### src/rtl/data_bus_pkg.sv
// data_bus_pkg: shared types and default system address map
// for the Ibex data-bus demultiplexer.
package data_bus_pkg;

  localparam int unsigned DBD_N_SLV = 5;
  localparam int unsigned DBD_AW    = 32;

  localparam logic [31:0] RAM_BASE    = 32'h3000;
  localparam logic [31:0] RAM_SIZE    = 32'h1000;
  localparam logic [31:0] IO_BASE     = 32'h4000;
  localparam logic [31:0] IO_SIZE     = 32'h0C;
  localparam logic [31:0] UART0_BASE  = 32'h400C;
  localparam logic [31:0] UART0_SIZE  = 32'h10;
  localparam logic [31:0] TIMER_BASE  = 32'h401C;
  localparam logic [31:0] TIMER_SIZE  = 32'h60;
  localparam logic [31:0] TIMER1_BASE = TIMER_BASE + TIMER_SIZE;
  localparam logic [31:0] TIMER1_SIZE = 32'h60;

  localparam logic [DBD_N_SLV*DBD_AW-1:0] DBD_SLV_BASE = {
    TIMER1_BASE, TIMER_BASE, UART0_BASE, IO_BASE, RAM_BASE
  };
  localparam logic [DBD_N_SLV*DBD_AW-1:0] DBD_SLV_SIZE = {
    TIMER1_SIZE, TIMER_SIZE, UART0_SIZE, IO_SIZE, RAM_SIZE
  };

  typedef enum logic [1:0] {
    ST_IDLE,
    ST_WAIT,
    ST_ERR
  } dbd_state_e;

  function automatic int unsigned cnt_width(input int unsigned timeout);
    return $clog2(timeout + 1);
  endfunction

endpackage

### src/rtl/data_bus_addr_dec.sv
// data_bus_addr_dec: priority address decoder, lowest index wins,
// returns one-hot hit and offset into the hit region.
module data_bus_addr_dec
  import data_bus_pkg::*;
#(
  parameter int unsigned N_SLV = DBD_N_SLV,
  parameter int unsigned AW    = DBD_AW,
  parameter logic [N_SLV*AW-1:0] SLV_BASE = DBD_SLV_BASE,
  parameter logic [N_SLV*AW-1:0] SLV_SIZE = DBD_SLV_SIZE
) (
  input  logic [AW-1:0]    addr,
  output logic [N_SLV-1:0] hit,
  output logic             any_hit,
  output logic [AW-1:0]    offset
);

  logic [N_SLV-1:0] in_rng;

  // AW+1 bit compare keeps top-of-space regions from wrapping
  always_comb begin
    in_rng = '0;
    for (int k = 0; k < N_SLV; k++) begin
      in_rng[k] = (SLV_SIZE[k*AW +: AW] != '0)
        && ({1'b0, addr} >= {1'b0, SLV_BASE[k*AW +: AW]})
        && ({1'b0, addr} < ({1'b0, SLV_BASE[k*AW +: AW]}
                          + {1'b0, SLV_SIZE[k*AW +: AW]}));
    end
  end

  always_comb begin
    logic found;
    found  = 1'b0;
    hit    = '0;
    offset = '0;
    for (int k = 0; k < N_SLV; k++) begin
      if (in_rng[k] && !found) begin
        hit[k] = 1'b1;
        offset = addr - SLV_BASE[k*AW +: AW];
        found  = 1'b1;
      end
    end
  end

  assign any_hit = |in_rng;

endmodule

### src/rtl/data_bus_demux.sv
// data_bus_demux: Ibex data port to N memory-mapped slaves,
// with unmapped-address and slave-timeout error responses.
module data_bus_demux
  import data_bus_pkg::*;
#(
  parameter int unsigned N_SLV = DBD_N_SLV,
  parameter int unsigned DW    = 32,
  parameter int unsigned AW    = DBD_AW,
  parameter int unsigned SW    = DW / 8,
  parameter logic [N_SLV*AW-1:0] SLV_BASE = DBD_SLV_BASE,
  parameter logic [N_SLV*AW-1:0] SLV_SIZE = DBD_SLV_SIZE,
  parameter int unsigned TIMEOUT = 255
) (
  input  logic                clk,
  input  logic                rst,
  input  logic                data_req,
  input  logic                data_we,
  input  logic [SW-1:0]       data_be,
  input  logic [AW-1:0]       data_addr,
  input  logic [DW-1:0]       data_wdata,
  output logic                data_gnt,
  output logic                data_rvalid,
  output logic [DW-1:0]       data_rdata,
  output logic                data_err,
  output logic [N_SLV-1:0]    slv_req,
  output logic                slv_we,
  output logic [SW-1:0]       slv_be,
  output logic [AW-1:0]       slv_addr,
  output logic [DW-1:0]       slv_wdata,
  input  logic [N_SLV-1:0]    slv_rvalid,
  input  logic [N_SLV*DW-1:0] slv_rdata,
  output logic                stray
);

  localparam int unsigned CW   = cnt_width(TIMEOUT);
  localparam int unsigned SELW = (N_SLV > 1) ? $clog2(N_SLV) : 1;
  localparam logic [CW-1:0] TO_LAST = CW'(TIMEOUT - 1);

  dbd_state_e state_q, state_d;
  logic [SELW-1:0] sel_q, sel_d;
  logic [CW-1:0]   cnt_q, cnt_d;
  logic            stray_q, stray_d;

  logic [N_SLV-1:0] hit;
  logic             any_hit;
  logic [AW-1:0]    offset;
  logic [SELW-1:0]  hit_idx;
  logic [N_SLV-1:0] sel_oh;
  logic             rsp_ok;
  logic [DW-1:0]    sel_rdata;

  logic             gnt_c, rvalid_c, err_c, accept;
  logic [N_SLV-1:0] req_c;
  logic [DW-1:0]    rdata_c;

  data_bus_addr_dec #(
    .N_SLV    (N_SLV),
    .AW       (AW),
    .SLV_BASE (SLV_BASE),
    .SLV_SIZE (SLV_SIZE)
  ) u_dec (
    .addr    (data_addr),
    .hit     (hit),
    .any_hit (any_hit),
    .offset  (offset)
  );

  always_comb begin
    hit_idx   = '0;
    sel_rdata = '0;
    for (int k = 0; k < N_SLV; k++) begin
      if (hit[k]) hit_idx = SELW'(k);
      if (SELW'(k) == sel_q) sel_rdata = slv_rdata[k*DW +: DW];
    end
  end

  assign sel_oh = (state_q == ST_WAIT) ? (N_SLV'(1) << sel_q) : '0;
  assign rsp_ok = |(slv_rvalid & sel_oh);
  assign stray_d = |(slv_rvalid & ~sel_oh);

  always_comb begin
    state_d  = state_q;
    sel_d    = sel_q;
    cnt_d    = cnt_q;
    gnt_c    = 1'b0;
    req_c    = '0;
    rvalid_c = 1'b0;
    err_c    = 1'b0;
    rdata_c  = '0;
    accept   = 1'b0;
    unique case (state_q)
      ST_IDLE: accept = 1'b1;
      ST_WAIT: begin
        if (rsp_ok) begin
          rvalid_c = 1'b1;
          rdata_c  = sel_rdata;
          accept   = 1'b1;
          state_d  = ST_IDLE;
        end else if (cnt_q == TO_LAST) begin
          state_d = ST_ERR;
        end else begin
          cnt_d = cnt_q + CW'(1);
        end
      end
      ST_ERR: begin
        rvalid_c = 1'b1;
        err_c    = 1'b1;
        state_d  = ST_IDLE;
      end
      default: state_d = ST_IDLE;
    endcase
    // grant path shared by IDLE and the completing WAIT cycle
    if (accept && data_req) begin
      gnt_c = 1'b1;
      req_c = hit;
      if (any_hit) begin
        state_d = ST_WAIT;
        sel_d   = hit_idx;
        cnt_d   = '0;
      end else begin
        state_d = ST_ERR;
      end
    end
  end

  always_ff @(posedge clk or posedge rst) begin
    if (rst) begin
      state_q <= ST_IDLE;
      sel_q   <= '0;
      cnt_q   <= '0;
      stray_q <= 1'b0;
    end else begin
      state_q <= state_d;
      sel_q   <= sel_d;
      cnt_q   <= cnt_d;
      stray_q <= stray_d;
    end
  end

  assign data_gnt    = gnt_c & ~rst;
  assign slv_req     = rst ? '0 : req_c;
  assign data_rvalid = rvalid_c & ~rst;
  assign data_err    = err_c & ~rst;
  assign data_rdata  = rst ? '0 : rdata_c;

  assign slv_we    = data_we;
  assign slv_be    = data_be;
  assign slv_addr  = offset;
  assign slv_wdata = data_wdata;
  assign stray     = stray_q;

endmodule

### config.mk
export PLATFORM = sky130hd
export DESIGN_NAME = data_bus_demux
export DESIGN_NICKNAME = d
export VERILOG_FILES = /design/src/rtl/data_bus_pkg.sv /design/src/rtl/data_bus_addr_dec.sv /design/src/rtl/data_bus_demux.sv
export SDC_FILE = /design/constraint.sdc
export NUM_CORES = 1
export LEC_CHECK = 0
export ABC_CLOCK_PERIOD_IN_PS = 8300
export CORE_AREA = 2 2 134 136
export DETAILED_ROUTE_END_ITERATION = 10
export DIE_AREA = 0 0 136 138
export GPL_TIMING_DRIVEN = 0
export PLACE_DENSITY = 0.68
export SYNTH_ARGS = -nofsm -noshare
export SYNTH_HDL_FRONTEND = slang
export SYNTH_SLANG_ARGS = --single-unit
### constraint.sdc
create_clock -name clk -period 8.3 [get_ports clk]
set_clock_uncertainty 0.2 [all_clocks]
set_input_delay 2.075 -clock clk [delete_from_list [all_inputs] [get_ports clk]]
set_output_delay 2.075 -clock clk [all_outputs]
set_load 0.01 [all_outputs]
# ---- After elaboration in Yosys (flattened, before gate mapping)
# Cells that the tools add are included.
dict set report word_totals {
  reg_bits 14
  latch_bits 0
  ram_bits 0
  mem_bits_ro 0
  input_bits 237
  out_inout_bits 110
  wordCells 101
  n_memories 0
}
dict set report op_classes {
  n_addsub 6
  mul 0
  n_div 0
  n_lt_le_gt_ge 10
  n_eq_ne 9
  shifts 1
  muxes 43
  bitwise 7
  reduce_logical 21
}
# cell n
set op_table {}
lappend op_table {{32-bit two-way mux} 13}
lappend op_table {{32-bit by 15-bit less-than comparator with 1-bit output (second input constant)} 5}
lappend op_table {{32-bit by 15-bit >= comparator with 1-bit output (second input constant)} 4}
lappend op_table {{32-bit by 15-bit subtractor with 32-bit output (second input constant)} 4}
lappend op_table {{8-bit two-way mux} 5}
lappend op_table {{32-bit by 14-bit >= comparator with 1-bit output (second input constant)} 1}
lappend op_table {{32-bit by 14-bit subtractor with 32-bit output (second input constant)} 1}
lappend op_table {{5-bit two-way mux} 3}
lappend op_table {{5-bit OR reduction} 3}
lappend op_table {{1-bit two-way mux} 12}
lappend op_table {{5-bit bitwise AND} 2}
lappend op_table {{1-bit logical AND} 10}
lappend op_table {{3-bit two-way mux} 3}
lappend op_table {{8-bit by 1-bit adder with 8-bit output (second input constant)} 1}
lappend op_table {{8-bit equality test (second input constant)} 1}
lappend op_table {{2-bit two-way mux} 4}
lappend op_table {{2-bit by 3-bit equality test with 1-bit output (first input constant)} 2}
lappend op_table {{5-bit NOT} 1}
lappend op_table {{1-bit by 3-bit << shifter with 5-bit output (first input constant)} 1}
lappend op_table {{1-bit logical NOT} 4}
lappend op_table {{4-bit by 2-bit inequality test with 1-bit output (second input constant)} 1}
lappend op_table {{1-bit one-hot mux with 2 select lines} 2}
lappend op_table {{2-bit one-hot mux with 2 select lines} 1}
lappend op_table {{2-bit AND reduction} 2}
lappend op_table {{9 further kinds} 11}

# ---- Logic depth before layout (Yosys ltp)
dict set report logic_depth {
  word_depth 17
  ltp_mapped 11
  mapped_depth_nobuf 9
}

# ---- By module
# A second synthesis with hierarchy kept.
dict set report unflattened {
  cells_unflattened 470
  hier_area_um2 3831.2
}
# module n_inst cells_per_inst area_each_um2 seq_area_each_um2
set modules_own_cells {}
lappend modules_own_cells {data_bus_demux 1 266 2534.9 350.3}
lappend modules_own_cells {data_bus_addr_dec 1 204 1296.2 0.0}

# ---- Least setup slack after synthesis
# No wires, ideal clock.
dict set report synth_path {
  kind {input to output}
  start {in data_addr[2]}
  end {out slv_addr[2]}
  arrival_time_ns 4.202
  required_time_ns 6.025
  setup_slack_ns 1.823
  stages 8
  n_path_buf 1
  path_cell_list {inv_1 ha_1 or4b_2 or4_4 o2111a_2 o21a_4 buf_4 o21ai_0}
}
dict set report synth_via {
  elab_chain_cells 15
  elab_cells_between_ends 37
  cone_classes {add/sub: 5; order compare: 10; mux: 9; reduce/logical: 13}
}
# item line_no
set synth_lines {}
lappend synth_lines {{from (decl)} data_bus_demux.sv:19} ;# input logic [AW-1:0] data_addr,
lappend synth_lines {{32-bit by 14-bit >= comparator with 1-bit output / 32-bit by 15-bit less-than comparator with 1-bit output (equally long branches)} {data_bus_addr_dec.sv:24, data_bus_addr_dec.sv:25}}
lappend synth_lines {{1-bit logical AND} data_bus_addr_dec.sv:25} ;# && ({1'b0, addr} < ({1'b0, SLV_BASE[k*AW +: AW]}
lappend synth_lines {{1-bit two-way mux} data_bus_addr_dec.sv:36} ;# if (in_rng[k] && !found) begin
lappend synth_lines {{1-bit logical NOT} data_bus_addr_dec.sv:36}
lappend synth_lines {{1-bit logical AND} data_bus_addr_dec.sv:36}
lappend synth_lines {{1-bit two-way mux} data_bus_addr_dec.sv:36}
lappend synth_lines {{1-bit logical NOT} data_bus_addr_dec.sv:36}
lappend synth_lines {{1-bit logical AND} data_bus_addr_dec.sv:36}
lappend synth_lines {{1-bit two-way mux} data_bus_addr_dec.sv:36}
lappend synth_lines {{1-bit logical NOT} data_bus_addr_dec.sv:36}
lappend synth_lines {{1-bit logical AND} data_bus_addr_dec.sv:36}
lappend synth_lines {{1-bit two-way mux} data_bus_addr_dec.sv:36}
lappend synth_lines {{1-bit logical NOT} data_bus_addr_dec.sv:36}
lappend synth_lines {{1-bit logical AND} data_bus_addr_dec.sv:36}
lappend synth_lines {{32-bit two-way mux *} data_bus_addr_dec.sv:36}
lappend synth_lines {{to (decl)} data_bus_demux.sv:28} ;# output logic [AW-1:0] slv_addr,
# Mark *: on every way between the ends. The rest lies on a longest branch, timed or not.

# ---- Worst setup path after layout
dict set report layout_path {
  start {in data_addr[13]}
  end {out slv_addr[1]}
}
# Same word-level chain as after synthesis.

==> results.ini <==
[status]
outcome = completed

[logic_synthesis]
synthAdderAreaFrac = 0.04505
synth_top_family_by_area = compound AO/OA/AOI/OAI gates
yosys.area.top_type_share = 0.1996
yosysTopAreaCell = mux4_2
synth_warnings = 0
synthXorXnorAreaFrac = 0.01940
synth-seq-cells = 14
avgSynthCellArea_um2 = 7.901
synth_flop_cell = dfrtp_1
syn-instance-count = 457
async_reset_ff_frac = 1.000
synth-compound-area-share = 0.2564
synth_edf_count = 0
muxShareOfSynthArea = 0.2166
synth_nets = 707
yosys.area_share.simple = 0.2380
synth_area_mm2 = 0.003611
synth_area_leaders = mux4_2, dfrtp_1, buf_4, nor2_1, a22oi_1
yosysSeqAreaShare = 0.09702
synth_cell_types = 62

[placed_design]
dp_hpwl_mm = 16.23
place.gp.congestion = 0.9054
io_buffers = 309
dp_slack_ns = 0.3293

[cts]
clockBufferDepth = 2
cts_tree = yes
htreeDepth = 1
cts_root_buf = clkbuf_16
cts_hold_buffers = 0
clk_latency_ns = 0.24
path_clk_slew_ns = 0.04
post_cts_resized = 0
clock-sinks = 14
post-cts-setup-buffers = 0
cts_buffers = 3

[sta]
fmaxAchievable_mhz = 123.2
report.final.setup_viol = 0
finalHoldViolCount = 0
min_period_ns = 8.114
period_share = 0.9776
slew_headroom = 0.2142
final.setup.worst_slack_ns = 0.1856
tightest_slew_ns = 1.170
rsz0062_at_grt = no
drv_slew = 0
fin_tns_setup_ns = 0

[detailed_routing]
vias = 4980
first_pass_iters = 5
drtIter0Drc = 289
drc = 0
ant_nets = 0
via_per_inst = 4.980
wl_per_cell_um = 19.44
routed_wl_mm = 19.44

[floorplan]
core_mm2 = 0.01753
dieArea_mm2 = 0.01877
rows = 49
start_util = 0.2059
ioPinCount = 347
die_h_um = 138
die_w_um = 136

[worst_setup_path]
worstPathArrival_ns = 5.84
crit_fanout = 9
end_kind = primary output
start_kind = input pin
crit_type = input pin to primary output
cp.required_ns = 6.03

[global_route]
grt_pass1_wl_mm = 28.06
grt_max_degree = 18
grt_overflow_total = 0
antenna_found_initial = 2
grt_pass1_vias = 4886
grtUsageTotal = 0.1903

[hold_path]
hold_class = register to register

[power]
pwr-share-clk = 0.252
p_seq_frac = 0.183
pwr_density_cell_mw_per_mm2 = 56.45
netSwitchingFraction = 0.2665
combPwrFrac = 0.565
p_leak_nw = 2.583
ir_worst_vdd_v = 0.00005496
internal_power_mw = 0.2933
switchingPower_mw = 0.1065

[final_layout]
area_growth_pct = 96.12
num-nets-final = 1021
multiInputGateArea_mm2 = 0.002800
regArea_um2 = 350.3
drive_above_1_share = 0.1195
nFillCells = 1801

[job]
drv_cap = 0

[final timing paths]
check	depth (start not counted)	from	slack, ns	endpoint
worst min-delay path	1	cnt_q[7]	0.32	cnt_q[7]
worst max register to register	8	sel_q[0]	5.67	cnt_q[3]
worst min register to register	1	cnt_q[7]	0.32	cnt_q[7]
max in group asynchronous	2	rst	5.46	cnt_q[7]
worst max-delay path	11	data_addr[13]	0.19	slv_addr[1]
min in group asynchronous	2	rst	2.05	cnt_q[0]
[cells by family after synthesis]
family | Yosys count
AO/OA/AOI/OAI | 131
XOR/XNOR | 8
adder cells (fa/ha/maj) | 13
buffers and inverters | 82
flip-flops | 14
multiplexers | 38
AND/OR/NAND/NOR | 171
[metrics by stage]
step | cell area [µm²] | hold WS, ns | instances | power [mW] | utilization
global placement | 6990 | 0.3019 | 995 | 0.2957 | 0.3987
CTS | 7079 | 0.3169 | 999 | 0.4011 | 0.4037
floorplan | 3611 | 0.2656 | 457 | 0.1538 | -
detailed placement | 6990 | 0.3109 | 995 | 0.2992 | 0.3987
global route | 7082 | 0.3584 | 1000 | 0.4214 | 0.4039
finish | 7082 | 0.3224 | 1000 | 0.3998 | 0.4039
[metal layers]
metal  wire length (µm)  GRT usage  up-vias
met1               7289     0.2272     2324
li1                   -          -     2345
met4                228    0.03289        2
met5                 10          0        -
met2               9881     0.3502      297
met3               2026    0.04070       12
[critical path, stage by stage]
cell             delay [ns]
clkdlybuf4s50_1        0.50
clkbuf_1               0.33
inv_1                  0.14
ha_1                   0.21
nand2_1                0.17
o2111ai_1              0.23
nor3_1                 0.98
a21oi_1                0.25
nand2_1                0.26
and2_1                 0.16
clkdlybuf4s50_1        0.53
[Yosys cell counts, types with 3 or more instances]
| cell | n |
|---|---|
| a21boi_0 | 3 |
| a21oi_1 | 27 |
| a22oi_1 | 34 |
| a311oi_1 | 3 |
| a31oi_1 | 5 |
| and2_1 | 6 |
| and3_1 | 9 |
| and4_1 | 4 |
| buf_1 | 4 |
| buf_4 | 38 |
| clkbuf_1 | 23 |
| dfrtp_1 | 14 |
| ha_1 | 13 |
| inv_1 | 13 |
| mux2i_1 | 5 |
| mux4_2 | 32 |
| nand2_1 | 25 |
| nand2b_1 | 4 |
| nand3_1 | 9 |
| nand4_1 | 8 |
| nor2_1 | 69 |
| nor3_1 | 14 |
| nor4_1 | 6 |
| o2111ai_1 | 3 |
| o211ai_1 | 7 |
| o21ai_0 | 19 |
| o21bai_1 | 4 |
| o22ai_1 | 3 |
| or4_4 | 3 |
| xnor2_1 | 4 |
| xor2_1 | 4 |
[layout make-up]
class,count,share of cell area
timing repair buffer,309,0.4367
multi-input combinational,361,0.3954
buffer,68,0.05760
sequential,14,0.04947
tap,229,0.04046
clock buffer,4,0.01254
inverter,14,0.007420
antenna,1,0.0003534
[cells in the final DEF, fill, tap and decap left out, drive strengths merged, types with 10 or more instances in the layout]
master / synthesis / routed
clkdlybuf4s50: 0 / 309
nor2: 69 / 69
buf: 45 / 45
a22oi: 34 / 34
mux4: 32 / 32
a21oi: 28 / 28
clkbuf: 23 / 27
nand2: 25 / 25
o21ai: 21 / 21
nor3: 14 / 14
dfrtp: 14 / 14
inv: 13 / 13
ha: 13 / 13
and3: 10 / 10
[flip-flops by register name (all words and copies together), names as in the netlist]
signal	count
state_q	2
cnt_q	8
stray	1
sel_q	3
[power by group through the flow]
stage / Combinational, mW / Sequential, mW / Clock, mW
2_1_floorplan: 0.0801 / 0.0737 / 0
3_3_place_gp: 0.222 / 0.0741 / 0
3_5_place_dp: 0.225 / 0.0742 / 0
4_1_cts: 0.226 / 0.0732 / 0.102
5_1_grt: 0.242 / 0.0743 / 0.105
6_report: 0.226 / 0.0733 / 0.101
Power figures use the tool's default switching activity.
